==> src/rtl/serial_descrambler.sv <==
// serial_descrambler
//   Receive side of a self-synchronising scrambled serial link using the
//   polynomial x^TAP_B + x^TAP_A + 1. Each accepted scrambled bit is
//   descrambled against the history of previously received line bits.
//   After TAP_B bits have filled that history, the descrambled bits are packed
//   MSB-first into WIDTH-bit words. Each word is offered on a valid/ready
//   output with a single holding register.
//
// Ports
//   clk       in   clock, rising-edge active
//   reset     in   synchronous active-high reset, clears all state
//   inBit     in   scrambled serial bit
//   inValid   in   inBit is present this cycle (no backpressure)
//   outWord   out  [WIDTH] descrambled word, MSB = earliest bit received
//   outValid  out  outWord holds an unconsumed word
//   outReady  in   consumer takes outWord when outValid && outReady
//   locked    out  history full, words are being assembled
//   overflow  out  sticky: a completed word found the holding register busy
module serial_descrambler #(
    parameter int WIDTH = 16,
    parameter int TAP_A = 4,
    parameter int TAP_B = 7
) (
    input  logic             clk,
    input  logic             reset,
    input  logic             inBit,
    input  logic             inValid,
    output logic [WIDTH-1:0] outWord,
    output logic             outValid,
    input  logic             outReady,
    output logic             locked,
    output logic             overflow
);

    localparam int FILL_W = $clog2(TAP_B);
    localparam int BIT_W  = $clog2(WIDTH);

    localparam logic [FILL_W-1:0] FILL_LAST = FILL_W'(TAP_B - 1);
    localparam logic [FILL_W-1:0] FILL_ONE  = FILL_W'(1);
    localparam logic [BIT_W-1:0]  BIT_LAST  = BIT_W'(WIDTH - 1);
    localparam logic [BIT_W-1:0]  BIT_ONE   = BIT_W'(1);
    localparam logic [BIT_W-1:0]  BIT_ZERO  = BIT_W'(0);

    localparam logic [0:0] ST_SYNC = 1'b0;
    localparam logic [0:0] ST_RUN  = 1'b1;

    // Plaintext bit = line bit xor the line bits TAP_A and TAP_B positions back.
    function automatic logic descramble_bit(input logic bit_in,
                                            input logic [TAP_B-1:0] hist);
        return bit_in ^ hist[TAP_A-1] ^ hist[TAP_B-1];
    endfunction

    logic [0:0]       state_r;
    logic [TAP_B-1:0] hist_r;      // hist_r[j] = line bit j+1 positions back
    logic [FILL_W-1:0] fill_cnt_r;
    logic [BIT_W-1:0] bit_cnt_r;
    // The oldest shifter bit is never observed: a completed word is built from
    // the lower WIDTH-1 bits plus the current bit, so only those are kept.
    logic [WIDTH-2:0] shift_r;
    logic [WIDTH-1:0] out_word_r;
    logic             out_valid_r;
    logic             locked_r;
    logic             overflow_r;

    logic             descr_bit_s;
    logic [WIDTH-1:0] word_s;
    logic             pop_s;
    logic             word_done_s;

    // Descrambled bit, candidate word, pop and word-completion decode.
    always_comb begin
        descr_bit_s = descramble_bit(inBit, hist_r);
        word_s      = {shift_r, descr_bit_s};
        pop_s       = out_valid_r && outReady;
        word_done_s = 1'b0;
        if (inValid && (state_r == ST_RUN) && (bit_cnt_r == BIT_LAST)) begin
            word_done_s = 1'b1;
        end else begin
            word_done_s = 1'b0;
        end
    end

    // Lock sequencing, word assembly and the output holding register.
    always_ff @(posedge clk) begin
        if (reset) begin
            state_r     <= ST_SYNC;
            hist_r      <= {TAP_B{1'b0}};
            fill_cnt_r  <= {FILL_W{1'b0}};
            bit_cnt_r   <= {BIT_W{1'b0}};
            shift_r     <= {(WIDTH-1){1'b0}};
            out_word_r  <= {WIDTH{1'b0}};
            out_valid_r <= 1'b0;
            locked_r    <= 1'b0;
            overflow_r  <= 1'b0;
        end else begin
            // A pop empties the holding register; a same-edge load below
            // overrides this and keeps outValid high.
            if (pop_s) begin
                out_valid_r <= 1'b0;
            end else begin
                out_valid_r <= out_valid_r;
            end

            if (inValid) begin
                hist_r <= {hist_r[TAP_B-2:0], inBit};
                case (state_r)
                    ST_SYNC: begin
                        if (fill_cnt_r == FILL_LAST) begin
                            state_r  <= ST_RUN;
                            locked_r <= 1'b1;
                        end else begin
                            fill_cnt_r <= fill_cnt_r + FILL_ONE;
                        end
                    end
                    ST_RUN: begin
                        shift_r <= word_s[WIDTH-2:0];
                        if (bit_cnt_r == BIT_LAST) begin
                            bit_cnt_r <= BIT_ZERO;
                        end else begin
                            bit_cnt_r <= bit_cnt_r + BIT_ONE;
                        end
                        if (word_done_s) begin
                            if (!out_valid_r || pop_s) begin
                                out_word_r  <= word_s;
                                out_valid_r <= 1'b1;
                            end else begin
                                overflow_r <= 1'b1;
                            end
                        end
                    end
                    default: begin
                        state_r <= ST_SYNC;
                    end
                endcase
            end
        end
    end

    assign outWord  = out_word_r;
    assign outValid = out_valid_r;
    assign locked   = locked_r;
    assign overflow = overflow_r;

endmodule

==> config.mk <==
export PLATFORM = sky130hd
export DESIGN_NAME = serial_descrambler
export DESIGN_NICKNAME = d
export VERILOG_FILES = /design/src/rtl/serial_descrambler.sv
export SDC_FILE = /design/constraint.sdc
export NUM_CORES = 1
export LEC_CHECK = 0
export CAP_MARGIN = 20
export CELL_PAD_IN_SITES_DETAIL_PLACEMENT = 1
export CELL_PAD_IN_SITES_GLOBAL_PLACEMENT = 1
export CORE_MARGIN = 8
export CORE_UTILIZATION = 44
export DETAILED_ROUTE_END_ITERATION = 8
export MAX_ROUTING_LAYER = met4
export PLACE_DENSITY = 0.87
export SYNTH_ARGS = -nofsm -noshare
export SYNTH_HDL_FRONTEND = slang
export SYNTH_SLANG_ARGS = --single-unit
export TNS_END_PERCENT = 50
==> constraint.sdc <==
create_clock -name clk -period 2.1 [get_ports clk]
set_input_delay 0.21 -clock clk [delete_from_list [all_inputs] [get_ports clk]]
set_output_delay 0.21 -clock clk [all_outputs]
set_load 0.005 [all_outputs]
==> metrics.csv, run 1 <==
stage,metric,value,unit
place,DP Worst Slack,0.475,ns
sta,smallest hold slack,0.466,ns
sta,Max Clock Freq,599,MHz
yosys,Unique masters post-synth,30,
sta,final count of hold timing violations,0,
yosys,cells after synthesis,222,
setup_path,FF-to-FF setup slack,0.43,ns
place,DP Area,2210,um^2
setup_path,WP data required,2.26,ns
sta,RSZ-0062 raised after global routing,no,
sta,final setup vio count,0,
setup_path,kind of critical path,register to register,
global_routing,GRT Util Overall,0.137,
finish,fin cells,292,
clock_tree,clk sink count,49,
drt,Post-Route WL,4580,um
drt,wire length per cell,15.7,um
pwr,VDD IR max,379,uV
floorplan,Die Wd,83.2,um
clock_tree,Max Root-Sink Buffers,2,
yosys,"count leader, synth",dfxtp_1,
drt,Detail Route Antenna Nets,0,
finish,fillers,508,
floorplan,I/O pins,24,
place,IO buf count,23,
global_routing,first-pass GRT wire length,7920,um
setup_path,"Arr. time, crit path",1.83,ns
finish,post-layout util,0.536,
drt,First-pass DRT Iterations,4,
finish,ANT cells,0,
pwr,Pleak,0.775,nW
worst_hold_path,hold_sp,shift_r[14]$_SDFFE_PP0P_,
yosys,Post-synth top cells,"dfxtp_1 (49), a21oi_1 (40), nand2_1 (35)",
global_routing,total grt overflow,0,
yosys,Synth area leaders,"dfxtp_1 (49%), a21oi_1 (10%), nand2_1 (6.6%), o31ai_1 (6.4%), nand4_1 (5.0%)",
yosys,syn nets,230,
floorplan,Core Region,4350,um^2
clock_tree,root buffer cell,clkbuf_8,
clock_tree,clk_lat worst skew,0.30,ns
finish,area grow syn2layout,17.4,%
drt,drt initial violations,106,
worst_hold_path,Min-Delay Path Depth,2,
finish,layout cells sized above 1,0.0750,
setup_path,CP endpoint kind,register,
worst_hold_path,Hold Path End,shift_r[14]$_SDFFE_PP0P_,
clock_tree,TritonCTS Buffers,5,
yosys,Synth warnings,0,
global_routing,antenna violations before repair,0,
sta,Slew Limit Fails,0,
clock_tree,post_cts resized,0,
floorplan,placement row count,24,
setup_path,crit-path max FO,16,
finish,fin area,2330,um^2
yosys,Mapped Area,1990,um^2
worst_hold_path,worst min path class,register to register,
sta,minimum clock period,1.67,ns
finish,"Net count, final",247,
floorplan,die height,83.2,um
yosys,synthesized area per cell,8.95,um^2
job,max-cap viol count,0,
yosys,top_reg_cell synth,dfxtp_1,
clock_tree,# hold bufs at CTS,0,
pwr,Power Dens Cells,723,nW/um^2
sta,setup TNS,0,ns
yosys,ys async rst share,0,
clock_tree,CTS tree,yes,
yosys,sequential cell area fraction in the yosys report,0.494,
floorplan,die area,6920,um^2
setup_path,worst r2r dst,outWord[9]$_SDFFE_PP0P_,
place,placed cell count,284,
global_routing,largest net degree at the start of global routing,50,
place,hpwl dp,2900,um
yosys,Post-synth EDFFs,0,
place,GP Congestion,0.690,
floorplan,Initial Util,0.456,
sta,Max transition margin,0.666,
yosys,cell taking the most area after synthesis,dfxtp_1,
drt,vias after detailed routing,1651,
run_status,outcome,"finished, final reports clean",
pwr,Overall Power,1.69,mW
clock_tree,post-CTS setup buffer count,0,
setup_path,Reg2Reg Depth,4,
setup_path,crit start category,register,
drt,Avg Vias per Cell,5.65,
sta,period utilisation layout,0.796,
drt,DRC,0,
yosys,"FF+latch count, synth",49,
setup_path,R2R Path Start,bit_cnt_r[0]$_SDFFE_PP0P_,
sta,Slew @ Worst Pin,0.501,ns
clock_tree,clk slew on worst S/H paths,0.09,ns
sta,Post-Route Skew,0.00936,ns
global_routing,number of global-route vias before repair,1714,
yosys,Yosys top cell area share,0.494,
clock_tree,H-tree depth,2,
sta,final worst-path setup slack,0.429,ns
==> worst max-delay path by stage <==
stage                     depth (start not counted)                 startpoint  slack (ns)                        end
after floorplan                                   6  bit_cnt_r[0]$_SDFFE_PP0P_        0.76      overflow$_SDFFE_PP0P_
after global placement                            5                    inValid        0.55  bit_cnt_r[3]$_SDFFE_PP0P_
after detailed placement                          4  bit_cnt_r[0]$_SDFFE_PP0P_        0.47   outWord[15]$_SDFFE_PP0P_
after CTS                                         4  bit_cnt_r[0]$_SDFFE_PP0P_        0.43    outWord[9]$_SDFFE_PP0P_
after global routing                              4  bit_cnt_r[0]$_SDFFE_PP0P_        0.30    outWord[9]$_SDFFE_PP0P_
final                                             4  bit_cnt_r[0]$_SDFFE_PP0P_        0.43    outWord[9]$_SDFFE_PP0P_
==> flip-flops by register name, indices dropped and copies added (netlist names) <==
| name | cells |
|---|---|
| hist_r | 7 |
| outWord | 16 |
| fill_cnt_r | 3 |
| overflow | 1 |
| outValid | 1 |
| shift_r | 15 |
| bit_cnt_r | 4 |
| state_r | 1 |
| locked | 1 |
==> cell families (layout without fill, tap and decap cells) <==
| family | count (synthesis) | after routing | synth area share |
|---|---|---|---|
| simple gates | 76 | 76 | 0.182 |
| compound gates | 62 | 62 | 0.184 |
| flops | 49 | 49 | 0.494 |
| buf+inv | 22 | 40 | 0.0655 |
| mux | 7 | 7 | 0.0353 |
| fa+ha+maj | 3 | 3 | 0.0189 |
| xor+xnor | 3 | 3 | 0.0208 |
==> area by class of cell <==
class,instances,area [um^2],share of cell area
multi-input combinational,151,876,0.376
clock buffer,6,82.6,0.0354
sequential,49,981,0.421
inverter,2,7.51,0.00322
timing repair buffer,30,283,0.121
clock inverter,2,37.5,0.0161
tap,52,65.1,0.0279
==> layer usage <==
layer  track usage  vias to the layer above  wire length, um
met5             -                        -                0
met4        0.0399                        0               36
met3        0.0342                        4              170
met2         0.246                       20             2390
met1         0.143                      812             1990
li1              -                      815                -
==> cell usage in the layout, fill, tap and decap left out <==
cell / Yosys / routed
buf_4: 4 / 7
a311oi_1: 1 / 1
clkinvlp_4: 0 / 1
and3_1: 1 / 1
nand2_1: 35 / 35
nor2b_1: 1 / 1
dfxtp_1: 49 / 49
and2_1: 2 / 2
nand2b_1: 2 / 2
inv_1: 2 / 2
a31oi_1: 1 / 1
nor2_1: 12 / 12
xor3_1: 1 / 1
nand3_1: 3 / 3
nand4_1: 16 / 16
nand3_2: 1 / 1
bufinv_16: 0 / 1
or3_1: 2 / 2
xor2_1: 1 / 1
o31ai_1: 17 / 17
and2b_4: 1 / 1
a21oi_1: 40 / 40
mux2i_1: 7 / 7
clkbuf_8: 0 / 6
a211oi_2: 1 / 1
clkdlybuf4s50_1: 0 / 23
o21ai_0: 2 / 2
xnor2_1: 1 / 1
ha_1: 3 / 3
==> report_power, final <==
part | total [mW] | switching (mW) | internal (mW)
logic | 0.0529 | 0.0310 | 0.0219
registers | 0.939 | 0.00438 | 0.934
clock network | 0.695 | 0.308 | 0.387
==> critical path, stage by stage, from the launching register on <==
cell and delay (ns):
dfxtp_1 0.42, ha_1 0.26, nand3_2 0.34, o31ai_1 0.41
a21oi_1 0.11
Note: power is estimated with default switching activity, not from simulation.
==> run 2: changes to the inputs <==
- CORE_UTILIZATION: 44 -> 37
- PLACE_DENSITY: 0.87 -> 0.79
- clock period: 2.1 -> 1.3 ns (I/O delays scaled with it)
==> metrics.csv, run 2 (same netlist as run 1, synthesis figures left out) <==
stage,metric,value,unit
run_status,outcome,"finished, final reports clean",
pwr,Pleak,1.06,nW
floorplan,die area,7970,um^2
drt,Avg Vias per Cell,5.18,
place,GP Congestion,0.740,
setup_path,"Arr. time, crit path",1.13,ns
global_routing,number of global-route vias before repair,1696,
floorplan,die height,89.3,um
global_routing,largest net degree at the start of global routing,50,
clock_tree,Max Root-Sink Buffers,2,
setup_path,Reg2Reg Depth,5,
pwr,Net Sw Frac,0.215,
pwr,Sequential Power Share,0.585,
setup_path,crit start category,register,
floorplan,Initial Util,0.387,
pwr,Internal Pwr Total,2.03,mW
setup_path,crit-path max FO,2,
pwr,Overall Power,2.59,mW
job,max-cap viol count,0,
setup_path,max incr delay on CP,0.50,ns
sta,minimum clock period,1.26,ns
setup_path,WP buf/inv,1,
finish,"Net count, final",256,
finish,"commonest non-fill, non-tap cell in the layout",a21oi_1,
drt,drt initial violations,50,
sta,smallest hold slack,0.462,ns
finish,"commonest cells after routing, fill and taps aside","a21oi_1 (39), nand2_1 (35), dfxtp_1 (35)",
finish,area grow syn2layout,28.7,%
finish,fillers,620,
drt,Detail Route Antenna Nets,0,
clock_tree,clk sink count,49,
clock_tree,H-tree depth,2,
sta,Max transition margin,0.845,
finish,Largest register FFs,16,
setup_path,"CP delay by family, top",buffers and inverters,
sta,period utilisation layout,0.968,
place,hpwl dp,2990,um
pwr,Clock power frac,0.378,
finish,ANT cells,0,
floorplan,Core Region,5140,um^2
pwr,VDD IR max,499,uV
clock_tree,TritonCTS Buffers,5,
floorplan,placement row count,26,
clock_tree,clk_lat worst skew,0.30,ns
sta,RSZ-0062 raised after global routing,yes,
global_routing,first-pass GRT wire length,7730,um
global_routing,antenna violations before repair,0,
sta,Max Clock Freq,794,MHz
pwr,combinational cell fraction of total power,0.036,
setup_path,CP endpoint kind,output pin,
sta,Slew Limit Fails,0,
setup_path,CP Depth,1,
worst_hold_path,Min-Delay Path Depth,2,
global_routing,GRT Util Overall,0.128,
setup_path,WP data required,1.17,ns
floorplan,Die Wd,89.3,um
sta,Post-Route Skew,0.00307,ns
sta,Slew @ Worst Pin,0.231,ns
sta,final count of hold timing violations,0,
place,IO buf count,23,
setup_path,slowest library cell on the worst path,clkdlybuf4s50_1,
sta,final setup vio count,0,
setup_path,CP Cell Sequence,clkdlybuf4s50_1,
global_routing,total grt overflow,0,
finish,layout cells sized above 1,0.189,
clock_tree,root buffer cell,clkbuf_8,
pwr,Power Dens Cells,1010,nW/um^2
clock_tree,CTS tree,yes,
floorplan,I/O pins,24,
drt,vias after detailed routing,1654,
worst_hold_path,worst min path class,register to register,
drt,wire length per cell,14.2,um
clock_tree,clk slew on worst S/H paths,0.09,ns
setup_path,kind of critical path,register to output pin,
drt,First-pass DRT Iterations,4,
drt,Post-Route WL,4530,um
clock_tree,# hold bufs at CTS,0,
drt,DRC,0,
pwr,sw power,558,uW
## run 2: changes by cell type in the layout (fill, tap and decap cells not counted), sizes merged
cell,previous run,this run
clkdlybuf4s50,23,10
dlygate4sd2,0,2
clkbuf,6,7
bufinv,1,0
clkinv,0,1
dlymetal6s2s,0,11
clkinvlp,1,0
buf,7,16
## run 2: final cells by class
type,count,area (um^2),area share
multi-input cells,151,912,0.357
clock buffers,7,96.3,0.0377
repair buffers,39,450,0.176
clock inverters,1,5.00,0.00196
flip-flops and latches,49,998,0.390
inverters,2,7.51,0.00294
well taps,70,87.6,0.0342
## run 2: worst reg2reg max path: cells and delay by family, from the launching register on
kind	cells	cell delay (ns)
adder cells (fa/ha/maj)	1	0.16
AND/OR/NAND/NOR	1	0.10
flip-flops	1	0.37
AO/OA/AOI/OAI	2	0.35
buffers and inverters	1	0.17
## run 2: power groups by stage
stage               Combinational, mW  Sequential (mW)  Clock (mW)
global route                    0.104             1.52        1.09
floorplan                      0.0592             1.55           0
finish                         0.0941             1.52       0.980
global placement               0.0935             1.55           0
CTS                            0.0952             1.52        1.02
detailed placement             0.0952             1.55           0
## run 2: worst paths after layout
check / from / end / slack [ns]
min reg2reg: overflow$_SDFFE_PP0P_ / overflow$_SDFFE_PP0P_ / 0.46
max: outWord[13]$_SDFFE_PP0P_ / outWord[13] / 0.04
min: overflow$_SDFFE_PP0P_ / overflow$_SDFFE_PP0P_ / 0.46
max reg2reg: bit_cnt_r[0]$_SDFFE_PP0P_ / outWord[0]$_SDFFE_PP0P_ / 0.05
## run 2: per-layer routing
| layer | share of wire | global-route usage | wire length (um) |
|---|---|---|---|
| met4 | 0.013 | 0.0498 | 60 |
| met2 | 0.51 | 0.226 | 2310 |
| met1 | 0.44 | 0.134 | 1990 |
| met3 | 0.037 | 0.0331 | 169 |
| met5 | 0 | - | 0 |
## run 2: metrics by stage
stage	util	TNS, ns	setup WS (ns)	cell area (um^2)	instances
5_1_grt	0.498	-0.0452	-0.0216	2560	319
3_3_place_gp	0.462	-0.603	-0.0651	2370	310
4_1_cts	0.484	0	0.00127	2490	318
3_5_place_dp	0.462	-1.93	-0.106	2370	310
2_1_floorplan	-	0	0.00753	2000	222
6_report	0.498	0	0.0413	2560	319
## run 2: what timing repair did
| action | CTS | global route |
|---|---|---|
| resized for setup | 6 | 27 |
| endpoints found under the setup margin | 9 | 34 |
| pin swaps | 1 | 0 |
| setup buffers | 0 | 1 |
==> run 3: changes to the inputs <==
- CTS_CLUSTER_DIAMETER: unset -> 30
- SKIP_CTS_REPAIR_TIMING: unset -> 1
==> metrics.csv, run 3 (same netlist as run 1, synthesis figures left out) <==
stage,metric,value,unit
run_status,outcome,"finished, final reports clean",
floorplan,I/O pins,24,
finish,post-layout util,0.502,
global_routing,total grt overflow,0,
setup_path,CP endpoint kind,output pin,
global_routing,first-pass GRT wire length,7710,um
setup_path,crit start category,register,
setup_path,FF-to-FF setup slack,0.05,ns
sta,Slew Limit Fails,0,
place,DP Area,2370,um^2
finish,fin cells,319,
drt,vias after detailed routing,1671,
clock_tree,CTS tree,yes,
clock_tree,root buffer cell,clkbuf_8,
finish,"commonest cells after routing, fill and taps aside","a21oi_1 (39), nand2_1 (35), dfxtp_1 (34)",
setup_path,crit-path max FO,2,
sta,Post-Route Skew,0.00407,ns
drt,Detail Route Antenna Nets,0,
floorplan,Core Region,5140,um^2
setup_path,max incr delay on CP,0.50,ns
drt,First-pass DRT Iterations,4,
worst_hold_path,worst min path class,register to register,
clock_tree,TritonCTS Buffers,5,
setup_path,WP buf/inv,1,
sta,final count of hold timing violations,0,
drt,drt initial violations,84,
sta,minimum clock period,1.28,ns
clock_tree,clk_lat worst skew,0.30,ns
global_routing,largest net degree at the start of global routing,50,
setup_path,WP data required,1.17,ns
clock_tree,clk sink count,49,
finish,"Net count, final",256,
sta,RSZ-0062 raised after global routing,yes,
drt,wire length per cell,14.4,um
clock_tree,H-tree depth,2,
drt,Post-Route WL,4590,um
floorplan,die height,89.3,um
setup_path,"CP delay by family, top",buffers and inverters,
place,placed cell count,310,
finish,fillers,619,
sta,Max transition margin,0.845,
sta,Max Clock Freq,782,MHz
finish,fin area,2580,um^2
place,DP Worst Slack,-0.106,ns
worst_hold_path,Min-Delay Path Depth,2,
finish,layout cells sized above 1,0.205,
clock_tree,Max Root-Sink Buffers,2,
setup_path,slowest library cell on the worst path,clkdlybuf4s50_1,
setup_path,"Arr. time, crit path",1.15,ns
finish,Largest register FFs,16,
worst_hold_path,Hold Path End,overflow$_SDFFE_PP0P_,
finish,ANT cells,0,
clock_tree,clk slew on worst S/H paths,0.09,ns
pwr,VDD IR max,500,uV
global_routing,GRT Util Overall,0.128,
finish,area grow syn2layout,29.9,%
place,GP Congestion,0.740,
setup_path,kind of critical path,register to output pin,
setup_path,worst r2r dst,outWord[0]$_SDFFE_PP0P_,
pwr,Pleak,1.09,nW
place,hpwl dp,2990,um
sta,period utilisation layout,0.983,
floorplan,Initial Util,0.387,
floorplan,die area,7970,um^2
drt,DRC,0,
worst_hold_path,hold_sp,overflow$_SDFFE_PP0P_,
setup_path,Reg2Reg Depth,5,
setup_path,CP Cell Sequence,clkdlybuf4s50_1,
pwr,Power Dens Cells,1000,nW/um^2
drt,Avg Vias per Cell,5.24,
floorplan,placement row count,26,
setup_path,R2R Path Start,bit_cnt_r[1]$_SDFFE_PP0P_,
sta,final worst-path setup slack,0.0215,ns
pwr,Overall Power,2.59,mW
sta,final setup vio count,0,
place,IO buf count,23,
global_routing,number of global-route vias before repair,1684,
job,max-cap viol count,0,
sta,Slew @ Worst Pin,0.231,ns
global_routing,antenna violations before repair,0,
floorplan,Die Wd,89.3,um
finish,"commonest non-fill, non-tap cell in the layout",a21oi_1,
-- run 3: per-stage QoR --
stage,hold slack (ns),TNS (ns)
floorplan,0.277,0
global placement,0.444,-0.603
detailed placement,0.455,-1.93
CTS,0.467,-0.151
global route,0.489,-0.114
finish,0.461,0
-- run 3: worst max-delay path by stage --
stage	startpoint	endpoint	slack (ns)	cells past startpoint
final	outWord[15]$_SDFFE_PP0P_	outWord[15]	0.02	1
after global routing	bit_cnt_r[1]$_SDFFE_PP0P_	outWord[0]$_SDFFE_PP0P_	-0.04	5
after CTS	bit_cnt_r[1]$_SDFFE_PP0P_	outWord[15]$_SDFFE_PP0P_	-0.04	5
after detailed placement	inValid	bit_cnt_r[3]$_SDFFE_PP0P_	-0.11	5
after global placement	inValid	bit_cnt_r[3]$_SDFFE_PP0P_	-0.07	5
after floorplan	bit_cnt_r[0]$_SDFFE_PP0P_	outWord[10]$_SDFFE_PP0P_	0.008	5
-- run 3: layer usage --
| layer | global-route usage | wire length, um |
|---|---|---|
| met1 | 0.134 | 2020 |
| met2 | 0.224 | 2380 |
| met3 | 0.0331 | 147 |
| met4 | 0.0498 | 46 |
| met5 | - | 0 |
-- run 3: power by group --
| group | total [mW] | internal (mW) | leakage [nW] | switching [mW] |
|---|---|---|---|---|
| Clock | 0.978 | 0.481 | 0.0542 | 0.496 |
| Combinational | 0.0949 | 0.0419 | 0.632 | 0.0530 |
| Sequential | 1.52 | 1.51 | 0.403 | 0.00696 |
| Total | 2.59 | 2.03 | 1.09 | 0.556 |
-- run 3: cell type report --
cell class                      count  area (um^2)  share of cell area
Sequential cell                    49         1000               0.387
Tap cell                           70         87.6              0.0339
Inverter                            2         7.51             0.00291
Clock buffer                        7         96.3              0.0373
Multi-Input combinational cell    151          927               0.359
Clock inverter                      1         5.00             0.00194
Timing Repair Buffer               39          458               0.177
